<file path="config.mk">
export PLATFORM = sky130hd
export DESIGN_NAME = stp16_frame_scheduler
export DESIGN_NICKNAME = d
export VERILOG_FILES = /design/src/rtl/stp16_frame_scheduler.sv
export SDC_FILE = /design/constraint.sdc
export NUM_CORES = 1
export LEC_CHECK = 0
export BUFFER_PORTS_ARGS = -buffer_cell sky130_fd_sc_hd__buf_4
export CORE_MARGIN = 10
export CORE_UTILIZATION = 35
export CTS_CLUSTER_SIZE = 28
export DETAILED_ROUTE_END_ITERATION = 8
export SLEW_MARGIN = 25
export SYNTH_ARGS = -nofsm -noshare
export SYNTH_HDL_FRONTEND = slang
export SYNTH_SLANG_ARGS = --single-unit
</file>
<file path="constraint.sdc">
create_clock -name clk -period 2.3 [get_ports clk]
set_input_delay 0.115 -clock clk [delete_from_list [all_inputs] [get_ports clk]]
set_output_delay 0.115 -clock clk [all_outputs]
set_load 0.005 [all_outputs]
</file>
<file path="src/rtl/stp16_frame_scheduler.sv">
// Coalesces left/right meter words into 64-bit STP16 frames, rate-limits them and re-sends
// the last frame as a keep-alive. Optional macro LAMP_TEST_EN adds an all-ones lamp-test input.
module stp16_frame_scheduler #(
  parameter int unsigned min_interval     = 2048,
  parameter int unsigned refresh_interval = 1048576,
  parameter int unsigned counter_width    = 21
) (
  input  logic        clk,
  input  logic        reset,
`ifdef LAMP_TEST_EN
  input  logic        lamp_test,
`endif
  input  logic        i_valid,
  output logic        i_ready,
  input  logic        i_is_left,
  input  logic [31:0] i_meter,
  output logic        o_valid,
  input  logic        o_ready,
  output logic [63:0] o_data,
  output logic        o_is_refresh
);

  localparam logic [counter_width-1:0] MIN_CNT     = counter_width'(min_interval);
  localparam logic [counter_width-1:0] REFRESH_CNT = counter_width'(refresh_interval);
  localparam logic [counter_width-1:0] CNT_ONE     = counter_width'(1);

  typedef enum logic [0:0] {
    IDLE = 1'b0,
    SEND = 1'b1
  } state_t;

  state_t                   state_q, state_d;
  logic                     i_ready_q, i_ready_d;
  logic                     o_valid_q, o_valid_d;
  logic [63:0]              o_data_q, o_data_d;
  logic                     o_is_refresh_q, o_is_refresh_d;
  logic [31:0]              shadow_l_q, shadow_l_d;
  logic [31:0]              shadow_r_q, shadow_r_d;
  logic                     dirty_q, dirty_d;
  logic [counter_width-1:0] cnt_q, cnt_d;
  logic                     wr_s;
  logic                     accept_s;
`ifdef LAMP_TEST_EN
  logic                     lamp_prev_q, lamp_prev_d;
`endif

  // Right channel LEDs are physically wired in the opposite order.
  function automatic logic [31:0] reverse32(input logic [31:0] v);
    logic [31:0] r;
    for (int k = 0; k < 32; k++) begin
      r[k] = v[31-k];
    end
    return r;
  endfunction

  assign wr_s     = i_valid && i_ready_q;
  assign accept_s = o_valid_q && o_ready;

  always_comb begin
    state_d        = state_q;
    i_ready_d      = 1'b1;
    o_valid_d      = o_valid_q;
    o_data_d       = o_data_q;
    o_is_refresh_d = o_is_refresh_q;
    shadow_l_d     = shadow_l_q;
    shadow_r_d     = shadow_r_q;
    dirty_d        = dirty_q;
`ifdef LAMP_TEST_EN
    lamp_prev_d    = lamp_test;
`endif

    if (wr_s) begin
      if (i_is_left) begin
        shadow_l_d = i_meter;
      end else begin
        shadow_r_d = reverse32(i_meter);
      end
    end

    if (accept_s) begin
      cnt_d = '0;
    end else if (cnt_q >= REFRESH_CNT) begin
      cnt_d = cnt_q;
    end else begin
      cnt_d = cnt_q + CNT_ONE;
    end

`ifdef LAMP_TEST_EN
    // Leaving lamp test must repaint the real meter even if nothing new arrived.
    if (lamp_prev_q && !lamp_test) begin
      dirty_d = 1'b1;
    end
`endif

    case (state_q)
      IDLE: begin
`ifdef LAMP_TEST_EN
        if (lamp_test) begin
          if (cnt_q >= MIN_CNT) begin
            state_d        = SEND;
            o_valid_d      = 1'b1;
            o_data_d       = 64'hFFFF_FFFF_FFFF_FFFF;
            o_is_refresh_d = 1'b0;
          end
        end else
`endif
        if (dirty_q && (cnt_q >= MIN_CNT)) begin
          state_d        = SEND;
          o_valid_d      = 1'b1;
          o_data_d       = {shadow_l_q, shadow_r_q};
          o_is_refresh_d = 1'b0;
          dirty_d        = 1'b0;
        end else if (!dirty_q && (cnt_q >= REFRESH_CNT)) begin
          state_d        = SEND;
          o_valid_d      = 1'b1;
          o_data_d       = {shadow_l_q, shadow_r_q};
          o_is_refresh_d = 1'b1;
          dirty_d        = 1'b0;
        end
      end
      SEND: begin
        if (accept_s) begin
          state_d   = IDLE;
          o_valid_d = 1'b0;
        end
      end
      default: begin
        state_d   = IDLE;
        o_valid_d = 1'b0;
      end
    endcase

    // A word arriving on the latch cycle must not be lost by the dirty clear.
    if (wr_s) begin
      dirty_d = 1'b1;
    end
  end

  always_ff @(posedge clk or negedge reset) begin
    if (!reset) begin
      state_q        <= IDLE;
      i_ready_q      <= 1'b0;
      o_valid_q      <= 1'b0;
      o_data_q       <= 64'h0;
      o_is_refresh_q <= 1'b0;
      shadow_l_q     <= 32'h0;
      shadow_r_q     <= 32'h0;
      dirty_q        <= 1'b0;
      cnt_q          <= '0;
`ifdef LAMP_TEST_EN
      lamp_prev_q    <= 1'b0;
`endif
    end else begin
      state_q        <= state_d;
      i_ready_q      <= i_ready_d;
      o_valid_q      <= o_valid_d;
      o_data_q       <= o_data_d;
      o_is_refresh_q <= o_is_refresh_d;
      shadow_l_q     <= shadow_l_d;
      shadow_r_q     <= shadow_r_d;
      dirty_q        <= dirty_d;
      cnt_q          <= cnt_d;
`ifdef LAMP_TEST_EN
      lamp_prev_q    <= lamp_prev_d;
`endif
    end
  end

  assign i_ready      = i_ready_q;
  assign o_valid      = o_valid_q;
  assign o_data       = o_data_q;
  assign o_is_refresh = o_is_refresh_q;

endmodule
</file>
## Word-level counts from Yosys, hierarchy flattened

Cells that the tools add are included.

| word-level totals | value |
|---|---|
| flip-flop bits (word level) | 154 |
| bits in latches | 0 |
| bits in writable memories | 0 |
| memory bits (read-only) | 0 |
| output and inout bits | 67 |
| word-level logic and storage cells | 47 |
| memories | 0 |

| cells by class | value |
|---|---|
| add/subtract/negate cells | 1 |
| $mul | 0 |
| divide/modulo/power cells | 0 |
| $lt $le $gt $ge | 2 |
| eq/ne operators | 4 |
| shifts and indexed selects | 0 |
| multiplexer cells | 17 |
| bitwise gates (word level) | 2 |
| reductions and logical operators | 12 |

Operator list:

| kind | count |
|---|---|
| 2-to-1 mux 64 bit | 2 |
| 2-to-1 mux 21 bit | 2 |
| adder 21 x 1 -> 21 bit, second input constant | 1 |
| greater-or-equal comparator 21 x 12 -> 1 bit, second input constant | 1 |
| greater-or-equal comparator 21 bit, second input constant | 1 |
| 2-to-1 mux 1 bit | 11 |
| AND reduction 2 bit | 5 |
| logical AND 1 bit | 4 |
| inequality test 2 x 1 -> 1 bit, second input constant | 2 |
| one-hot mux 1 bit (2 select lines) | 2 |
| inequality test 3 bit, second input constant | 1 |
| nonzero test 3 bit | 1 |
| inequality test 2 bit, second input constant | 1 |
| inverter 1 bit | 2 |
| nonzero test 2 bit | 1 |
| zero test 1 bit | 1 |

## Longest topological paths before layout

| logic depth | value |
|---|---|
| depth after elaboration | 6 |
| mapped depth | 6 |
| gate-level depth less buffers | 5 |

## Least setup slack after synthesis

OpenSTA, ideal clock, no wires.

| timing path | value |
|---|---|
| kind | register to register |
| from | register cnt_q[16] |
| to | register o_data_q[55] (netlist: o_data[55]) |
| library setup time | 0.127 ns |
| data arrival time | 1.925 ns |
| path slack | 0.248 ns |
| stages on the path, launching flop included | 7 |
| buffers on the path | 2 |
| cells stage by stage | dfrtp_1 > or4_4 > nor4_4 > a211o_2 > buf_12 > buf_8 > mux2_1 |

| on the way | value |
|---|---|
| word-level cells in the longest chain between the ends | 4 |
| elaborated cells between the ends (all ways) | 7 |

Ends and longest elaborated chain:

| what | RTL line | RTL |
|---|---|---|
| start, declared | 40 | `logic [counter_width-1:0] cnt_q, cnt_d;` |
| start signal, assigned | 162 | `cnt_q <= cnt_d;` |
| greater-or-equal comparator 21 x 12 -> 1 bit or greater-or-equal comparator 21 bit (tied branches) | 107, 113 |  |
| logical AND 1 bit (on tied branches) | 107, 113 |  |
| nonzero test 2 bit (no source line) | - |  |
| AND reduction 2 bit (no source line) | - |  |
| end signal, assigned | 157 | `o_data_q <= o_data_d;` |
| end, declared | 35 | `logic [63:0] o_data_q, o_data_d;` |

Parallel ways exist; a longest one is shown, timed or not.
A chain may end at the register's enable or synchronous reset.

## Final worst setup path

| timing path | value |
|---|---|
| from | register cnt_q[16] |
| to | register o_data_q[15] (netlist: o_data[15]) |

Same word-level chain as after synthesis.

==> flow_summary.toml <==
[run_status]
status = "finished clean"

[cells_and_area]
stdcell_area_mm2 = 0.008244
num-nets-final = 601
diodes = 0
drive_gt1_frac = 0.4695
layout-area-overhead-vs-synth_pct = 32.39

[flow_run]
max_cap_violations = 0

[routing]
dr_total_vias = 3805
antenna_violating_nets_left = 0
detail_route.wirelength_um = 13310
vias_per_cell = 4.768
drt-pass1-iter-count = 4
initialDrtViolationCount = 149
drc = 0
wire_per_inst_um = 16.68

[timing]
hold_viol_final = 0
final_slew_viol_count = 0
setup_tns_final_ps = 0
setup_violations = 0
grt_setup_unrepaired = "no"
period_share = 0.9464
fmax_mhz = 459.4
final.min_clock_period_ps = 2177
relSlewSlack = 0.4859
worstMarginPinSlew_ps = 771.1
final.setup_skew_ps = 7.802

[critical_path]
crit_fanout = 28
cp.arrival_ps = 2480
critical_path.n_buffers_inverters = 1
timing.rr.end = "o_data[15]"
required_ps = 2600
crit_path_max_incr_delay_ps = 550
path_delay_family = "simple AND/OR/NAND/NOR gates"
timing.critical_path.slowest_stage_cell = "sky130_fd_sc_hd__or4_4"
timing.critical_path.cells = "or4_4 -> nor4_4 -> a211o_4 -> buf_12 -> mux2_2"
timing.critical_path.to_type = "register"
timing.reg2reg.worst_path_depth = 5
crit-reg2reg-launch = "cnt_q[16]"
regToRegSetupSlack_ps = 120
critPathKind = "register to register"
startpoint_type = "register"

[logic_synthesis]
syn_avg_cell_area_um2 = 15.11
synth_cell_types = 38
synth_warnings = 0
yosys.area.top_type_share = 0.6188
postSynthRegisterBits = 154
synth_flop_cell = "sky130_fd_sc_hd__dfrtp_1"
synth_nets = 451
async_reset_ff_frac = 1.000
synthDominantAreaCellType = "sky130_fd_sc_hd__dfrtp_1"
synthesis.instances = 412
count_of_flip_flops_with_a_built_in_enable_after_synthesis = 0
synthTopCellsByArea = "sky130_fd_sc_hd__dfrtp_1, sky130_fd_sc_hd__mux2_2, sky130_fd_sc_hd__mux2_4"
synth.cell_area_mm2 = 0.006227
yosysSeqAreaShare = 0.6188

[clock_network]
post-cts-setup-buffer-count = 0
worst_setup_hold_path_clk_slew_ps = 60
max-clock-path-buffers = 2
num_cts_buffers = 17
clock_latency_on_the_worst_skew_pair_ps = 420
cts_tree = "done"
root_buffer = "sky130_fd_sc_hd__clkbuf_16"
cts-resized-gates = 0
cts-htree-levels = 4
tritoncts_sinks = 154

[grt]
vias_in_the_first_global_route = 4254
groute.usage.overall = 0.1177
grt_first_pass_wirelength_um = 22620
antenna_found_initial = 0
pin_count_of_the_biggest_net_entering_global_routing = 68
grt_overflow_total = 0

[floorplan]
die_area_mm2 = 0.02353
boundaryPins = 104
placeableCoreArea_mm2 = 0.01736
die_width_um = 153.4
fp.dieH_um = 153.4
core.rowCount = 48
floorplan.initialDensity = 0.3588

[pwr]
max-vdd-ir-drop_mv = 0.5833
total_leakage_power_uw = 0.003860
power-per-cell-area_mw_per_mm2 = 1124

[placement]
dp_area_mm2 = 0.007278
place.port_buffers = 103
hpwlAfterDp_um = 9152
gp_congestion = 0.8331

[worst_hold_path]
hold_class = "input pin to asynchronous set/reset pin"
## synth_stat cells (2+ instances only)
cell type and count:
sky130_fd_sc_hd__a21oi_1 9, sky130_fd_sc_hd__nor3_1 5, sky130_fd_sc_hd__ha_1 2, sky130_fd_sc_hd__and4_1 3, sky130_fd_sc_hd__nor2_1 16, sky130_fd_sc_hd__o21ai_0 10
sky130_fd_sc_hd__nand4_1 2, sky130_fd_sc_hd__dfrtp_1 154, sky130_fd_sc_hd__nand4b_1 4, sky130_fd_sc_hd__clkbuf_1 5, sky130_fd_sc_hd__nand2_1 13, sky130_fd_sc_hd__nor4_1 3
sky130_fd_sc_hd__xnor2_1 8, sky130_fd_sc_hd__buf_1 5, sky130_fd_sc_hd__or3_1 5, sky130_fd_sc_hd__nand3_1 7, sky130_fd_sc_hd__mux2_1 8, sky130_fd_sc_hd__and2_1 4
sky130_fd_sc_hd__buf_12 4, sky130_fd_sc_hd__inv_1 5, sky130_fd_sc_hd__buf_4 2, sky130_fd_sc_hd__mux2_2 90, sky130_fd_sc_hd__mux2_4 30, sky130_fd_sc_hd__xor2_1 4
## through the flow
stage	util	total power [uW]	setup slack, ps	std cells	hold slack (ps)
after floorplan	-	5032	247.9	412	-180.6
after global placement	0.4193	6309	158.8	733	44.76
after detailed placement	0.4193	6395	121.7	733	45.53
after CTS	0.4750	9432	103.2	798	155.8
after global routing	0.4750	9790	40.99	798	207.5
final	0.4750	9263	123.4	798	156.0
## cell families (layout without fill, tap and decap cells)
kind of cell / Yosys count / in the layout / synth area share
and+or+nand+nor: 70 / 70 / 0.06309
other: 1 / 1 / 0.0006022
AOI/OAI and AO/OA: 21 / 21 / 0.01788
muxes: 129 / 129 / 0.2512
xor gates and xnor gates: 12 / 12 / 0.01688
buffers and inverters: 23 / 184 / 0.02753
DFF: 154 / 154 / 0.6188
adders and majority gates: 2 / 2 / 0.004018
## cell type report
class	count	area (um2)
clock inverters	13	190.2
fillers	1510	9112
multi-input cells	235	2215
well taps	225	281.5
clock buffers	17	425.4
flip-flops and latches	154	3854
repair buffers	149	1260
inverters	5	18.77
## sequential cells by signal, summed over array words and instances (netlist names)
name          flops
shadow_l_q       32
state_q           1
o_valid           1
o_data           64
dirty_q           1
cnt_q            21
o_is_refresh      1
i_ready           1
shadow_r_q       32
## layer usage
metal	track usage	share of wire	routed length, um
met1	0.1373	0.43	5757
met2	0.1969	0.51	6820
met3	0.03507	0.038	503
met4	0.04993	0.017	229
met5	0	0	0
## worst max path at each step
stage	from	endpoint	slack (ps)	cells past startpoint
CTS	cnt_q[16]	o_data[15]	100	5
global placement	cnt_q[16]	o_data[16]	160	5
global route	cnt_q[16]	o_data[15]	40	5
detailed placement	cnt_q[16]	o_data[15]	120	5
finish	cnt_q[16]	o_data[15]	120	5
floorplan	cnt_q[16]	o_data[55]	250	6
## where the power goes
group	leakage (uW)	internal [uW]	switching (uW)
Combinational	0.00167	1520	733
Sequential	0.00188	3540	534
Clock	0.000301	1820	1120
## cells in the final DEF (no fill, tap or decap), types with 2 or more instances in the layout
master / instances
sky130_fd_sc_hd__xnor2_1: 8
sky130_fd_sc_hd__nor3_1: 5
sky130_fd_sc_hd__dlygate4sd3_1: 35
sky130_fd_sc_hd__xor2_1: 4
sky130_fd_sc_hd__nand2_1: 13
sky130_fd_sc_hd__inv_6: 5
sky130_fd_sc_hd__nor2_1: 16
sky130_fd_sc_hd__mux2_4: 30
sky130_fd_sc_hd__and4_1: 3
sky130_fd_sc_hd__clkinv_2: 2
sky130_fd_sc_hd__dfrtp_1: 154
sky130_fd_sc_hd__o21ai_0: 10
sky130_fd_sc_hd__inv_1: 5
sky130_fd_sc_hd__buf_4: 109
sky130_fd_sc_hd__clkbuf_16: 17
sky130_fd_sc_hd__mux2_1: 8
sky130_fd_sc_hd__or3_1: 5
sky130_fd_sc_hd__buf_12: 4
sky130_fd_sc_hd__nand4_1: 2
sky130_fd_sc_hd__nor4_1: 3
sky130_fd_sc_hd__nand4b_1: 4
sky130_fd_sc_hd__a21oi_1: 9
sky130_fd_sc_hd__bufinv_16: 4
sky130_fd_sc_hd__ha_1: 2
sky130_fd_sc_hd__mux2_2: 90
sky130_fd_sc_hd__and2_1: 4
sky130_fd_sc_hd__nand3_1: 6
## what timing repair did
item,4_1_cts,5_1_grt
setup endpoints to repair,0,0
hold endpoints to repair,105,0
hold buffers,35,0
No activity file was read; power rests on OpenSTA's default activity.
